==> src/rtl/aes_round_sequencer.sv <==
// Iterative AES encryption controller: sequences one shared single-round datapath over Nr rounds,
// fetching round keys by index and returning the ciphertext on a ready/valid output.
module aes_round_sequencer #(
  parameter int DATA_WIDTH    = 128,
  parameter int ROUND_LATENCY = 1,
  parameter int TIMEOUT       = 15
) (
  input  logic                  clk,
  input  logic                  rst,
  input  logic                  in_valid,
  output logic                  in_ready,
  input  logic [DATA_WIDTH-1:0] in_block,
  input  logic                  key_len,
  output logic [3:0]            rk_index,
  input  logic [DATA_WIDTH-1:0] rk_data,
  output logic                  rnd_valid_in,
  output logic [DATA_WIDTH-1:0] rnd_state_in,
  output logic [DATA_WIDTH-1:0] rnd_key,
  output logic                  rnd_last,
  input  logic                  rnd_valid_out,
  input  logic [DATA_WIDTH-1:0] rnd_state_out,
  output logic                  out_valid,
  input  logic                  out_ready,
  output logic [DATA_WIDTH-1:0] out_block,
  output logic                  busy,
  output logic                  err
);

  // A timeout that could fire before a healthy round unit answers is clamped just past its latency.
  localparam int TMO    = (TIMEOUT > ROUND_LATENCY) ? TIMEOUT : ROUND_LATENCY + 1;
  localparam int WAIT_W = $clog2(TMO + 1);

  typedef enum logic [1:0] {S_IDLE, S_ISSUE, S_WAIT, S_DONE} state_t;

  state_t                r_fsm;
  logic [3:0]            r_round;
  logic [3:0]            r_nr;
  logic [DATA_WIDTH-1:0] r_data;
  logic [WAIT_W-1:0]     r_wait_cnt;
  logic                  r_in_ready;
  logic                  r_busy;
  logic                  r_out_valid;
  logic                  r_rnd_valid_in;
  logic                  r_rnd_last;
  logic [3:0]            r_rk_index;
  logic                  r_err;

  always_ff @(posedge clk) begin
    if (!rst) begin
      r_fsm          <= S_IDLE;
      r_round        <= 4'd0;
      r_nr           <= 4'd10;
      r_data         <= '0;
      r_wait_cnt     <= '0;
      r_in_ready     <= 1'b1;
      r_busy         <= 1'b0;
      r_out_valid    <= 1'b0;
      r_rnd_valid_in <= 1'b0;
      r_rnd_last     <= 1'b0;
      r_rk_index     <= 4'd0;
      r_err          <= 1'b0;
    end else begin
      r_rnd_valid_in <= 1'b0;
      r_err          <= 1'b0;
      case (r_fsm)
        S_IDLE: begin
          if (in_valid) begin
            // rk_index is 0 here, so rk_data is the whitening key.
            r_data         <= in_block ^ rk_data;
            r_nr           <= key_len ? 4'd14 : 4'd10;
            r_round        <= 4'd1;
            r_rk_index     <= 4'd1;
            r_rnd_valid_in <= 1'b1;
            r_rnd_last     <= 1'b0;
            r_in_ready     <= 1'b0;
            r_busy         <= 1'b1;
            r_fsm          <= S_ISSUE;
          end
        end
        S_ISSUE: begin
          r_wait_cnt <= '0;
          r_fsm      <= S_WAIT;
        end
        S_WAIT: begin
          if (rnd_valid_out) begin
            r_data <= rnd_state_out;
            if (r_round == r_nr) begin
              r_out_valid <= 1'b1;
              r_fsm       <= S_DONE;
            end else begin
              r_round        <= r_round + 4'd1;
              r_rk_index     <= r_round + 4'd1;
              r_rnd_valid_in <= 1'b1;
              r_rnd_last     <= ((r_round + 4'd1) == r_nr);
              r_fsm          <= S_ISSUE;
            end
          end else if (r_wait_cnt == WAIT_W'(TMO - 1)) begin
            // TMO cycles spent waiting: abandon the block and flag it.
            r_err      <= 1'b1;
            r_in_ready <= 1'b1;
            r_busy     <= 1'b0;
            r_rk_index <= 4'd0;
            r_rnd_last <= 1'b0;
            r_fsm      <= S_IDLE;
          end else begin
            r_wait_cnt <= r_wait_cnt + WAIT_W'(1);
          end
        end
        S_DONE: begin
          if (out_ready) begin
            r_out_valid <= 1'b0;
            r_in_ready  <= 1'b1;
            r_busy      <= 1'b0;
            r_rk_index  <= 4'd0;
            r_rnd_last  <= 1'b0;
            r_fsm       <= S_IDLE;
          end
        end
        default: r_fsm <= S_IDLE;
      endcase
    end
  end

  assign in_ready     = r_in_ready;
  assign busy         = r_busy;
  assign out_valid    = r_out_valid;
  assign err          = r_err;
  assign rk_index     = r_rk_index;
  assign rnd_valid_in = r_rnd_valid_in;
  assign rnd_last     = r_rnd_valid_in & r_rnd_last;
  assign rnd_state_in = r_rnd_valid_in ? r_data : '0;
  assign rnd_key      = r_rnd_valid_in ? rk_data : '0;
  assign out_block    = r_data;

endmodule

==> config.mk <==
export PLATFORM = sky130hd
export DESIGN_NAME = aes_round_sequencer
export DESIGN_NICKNAME = d
export VERILOG_FILES = /design/src/rtl/aes_round_sequencer.sv
export SDC_FILE = /design/constraint.sdc
export NUM_CORES = 1
export LEC_CHECK = 0
export CAP_MARGIN = 10
export CORE_AREA = 2 2 309 311
export CTS_CLUSTER_DIAMETER = 120
export DETAILED_ROUTE_END_ITERATION = 8
export DIE_AREA = 0 0 311 313
export GPL_ROUTABILITY_DRIVEN = 0
export PLACE_DENSITY_LB_ADDON = 0.12
export SLEW_MARGIN = 20
export SYNTH_ARGS = -nofsm -noshare
export SYNTH_HDL_FRONTEND = slang
export SYNTH_SLANG_ARGS = --single-unit
==> constraint.sdc <==
create_clock -name clk -period 1.8 [get_ports clk]
set_input_delay 0.54 -clock clk [delete_from_list [all_inputs] [get_ports clk]]
set_output_delay 0.54 -clock clk [all_outputs]
set_load 0.01 [all_outputs]
==> run summary <==
Most frequent cells in the layout = clkdlybuf4s50_1 (649), nand2_1 (395), and2_1 (252), buf_4 (202), dfxtp_1 (148)
Most common cell after layout, fill and taps aside = clkdlybuf4s50_1
Crit Path Class = reg -> out
Fmax = 0.406 GHz
Outcome = complete, but fails checks
Clock Pin Slew Worst Setup and Hold Paths = 0.07 ns
Setup Skew = 0.0111 ns
Largest net degree at the start of global routing = 85
Worst Setup End Kind = output pin
Syn Inst Count = 1,396
Nets@finish = 2,719
Post-Syn Nets = 1,795
Slew HR = 0.524
WP data arrival = 1.92 ns
DRT iter0 DRCs = 438
Sink Count = 149
HP Class = reg -> reg
PortBufs = 783
Final TNS setup = -140.56 ns
Vias = 12,400
Tmin final = 2.46 ns
Setup violations, final = 512
Post-synth EDFFs = 0
Worst skew pair latency = 0.47 ns
Storage element area = 0.00299 mm²
Mapped cell area = 0.00967 mm²
Die width = 311 µm
Top post-synthesis cells by area = dfxtp_1 (31%), and2_1 (17%), nand2_1 (15%)
Full die area = 0.0973 mm²
Top-area cell type share of the netlist area = 0.309
Die Height = 313 µm
Routed len/inst = 17.4 µm
Combinational Power Share = 0.529
Number of library cell types mapped by synthesis = 38
Post-route ant nets = 0
Fin crit share = 1.37
Hold path cells = 2
Antenna violations before repair = 4
Maximum fanout along the worst path = 32
Seq cells post-synth = 149
Area growth from synthesis to layout = 118%
Syn avg cell area = 6.92 µm²
Vias in the first global route = 12,800
Gr usage total = 0.124
Register area share after synthesis = 0.309
R2R depth = 8
Critical Path RT = 1.26 ns
Clock group share of total power = 0.203
Initial Util = 0.103
DR pass1 iterations = 4
CTS Buf Count = 17
Crit start category = register
Pwr per Cell Area = 827 mW/mm²
Least-Margin Pin Slew = 0.709 ns
CTS HTree Levels = 4
DP HPWL = 51.5 mm
Ys Warns = 0
Maximum VDD drop = 0.518 mV
Clk buf depth = 2
Root Driver = clkbuf_16
Async SR Flop Fraction = 0
LEAKAGE = 8.05 nW
RSZ-0062 raised after global routing = yes
# Max-Cap Violations = 0
Primary FF master, synth = dfxtp_1
Worst hold slack = 0.460 ns
Io pins = 784
First-pass GRT wire length = 88.4 mm
Layout cells sized above 1 = 0.163
P_int = 10.6 mW
Area leader, netlist = dfxtp_1
Max Slew Vio Count = 0
Fill cell count = 10,600
CTS tree = yes
Routed vias/inst = 3.44
GR Overflow Total = 0
Endpoints failing hold = 0
Total wire length = 62.8 mm
DRC errors left = 0
Sw frac = 0.391
Hold_buf cts = 0
Rows = 113
Final WS setup = -0.662 ns
Switching power = 6.82 mW
Area of the multi-input gates = 0.00620 mm²
Failing checks = negative setup slack
Core area = 0.0942 mm²
Sequential power share = 0.268
registers in the layout, summed over array words and instances (netlist names):
name	cells
r_wait_cnt	4
rk_index	4
r_fsm	2
err	1
r_rnd_last	1
rnd_valid_in	1
r_nr	1
out_block	128
out_valid	1
in_ready	1
busy	1
r_round	4
cells in the mapped netlist, types with 2 or more instances:
cell	count
buf_6	9
nand2b_1	5
buf_2	23
clkbuf_1	70
nor2b_1	4
xnor2_1	131
o22ai_1	3
dfxtp_1	149
and2_1	258
a31oi_1	3
o211ai_1	3
nor3_1	5
xor2_1	3
nor3_2	2
inv_1	8
or3_1	3
nor2_1	7
ha_1	9
nand4_1	2
o21ai_0	134
and3_1	2
a21oi_1	137
mux2i_1	3
nand2_1	395
nand3_1	15
metal layers:
metal	vias to the layer above	part of all wire	track usage
met4	2	0.017	0.0340
met1	5674	0.41	0.141
met3	42	0.048	0.0297
met2	344	0.53	0.230
met5	-	0.00021	0
li1	6323	-	-
power groups by stage:
stage | logic, mW | registers (mW) | clock network [mW]
after floorplan | 3.44 | 4.86 | 0
after global placement | 9.49 | 4.75 | 0
after detailed placement | 9.46 | 4.78 | 0
after CTS | 9.58 | 4.72 | 3.77
after global routing | 10.1 | 4.81 | 3.86
final | 9.23 | 4.68 | 3.53
cell type report:
cell class                      instances  area share
Clock buffer                           19      0.0210
Multi-Input combinational cell       1134       0.294
Sequential cell                       149       0.142
Inverter                                9     0.00184
Antenna cell                            2    0.000237
Tap cell                             1265      0.0751
Timing Repair Buffer                 1009       0.461
Clock inverter                         13     0.00481
metrics by stage:
step                      power (mW)  instances  cell area (µm²)   util  setup slack, ns
after floorplan                 8.30       1396             9670      -           0.0234
after global placement          14.2       3557            20600  0.219           -0.600
after detailed placement        14.2       3557            20600  0.219           -0.569
after CTS                       18.1       3598            21300  0.226           -0.806
after global routing            18.7       3600            21100  0.224           -0.789
final                           17.4       3600            21100  0.224           -0.662
worst max-delay path, cell delays in order (launching register included):
cell	delay [ns]
dfxtp_4	0.41
buf_12	0.17
buf_12	0.18
and2_1	0.13
clkdlybuf4s50_1	0.54
cells by family after synthesis:
group                    Yosys count  share of synthesized area
AND/OR/NAND/NOR                  700                      0.348
adder cells (fa/ha/maj)            9                     0.0116
buffers and inverters            113                     0.0542
flip-flops                       149                      0.309
AO/OA/AOI/OAI                    288                      0.154
multiplexers                       3                    0.00311
XOR/XNOR                         134                      0.121
worst paths after layout:
path	startpoint	end	slack, ns
worst max-delay path	rnd_valid_in	rnd_key[36]	-0.66
worst min-delay path	out_block[13]	out_block[13]	0.46
worst max register to register	r_fsm[0]	r_round[1]	-0.11
worst min register to register	out_block[13]	out_block[13]	0.46
timing repair:
action	CTS	global route
gates cloned	2	0
gates resized for setup	223	149
buffers inserted	7	0
pin swaps	0	2
endpoints found under the setup margin	527	537
Power figures use the tool's default switching activity.
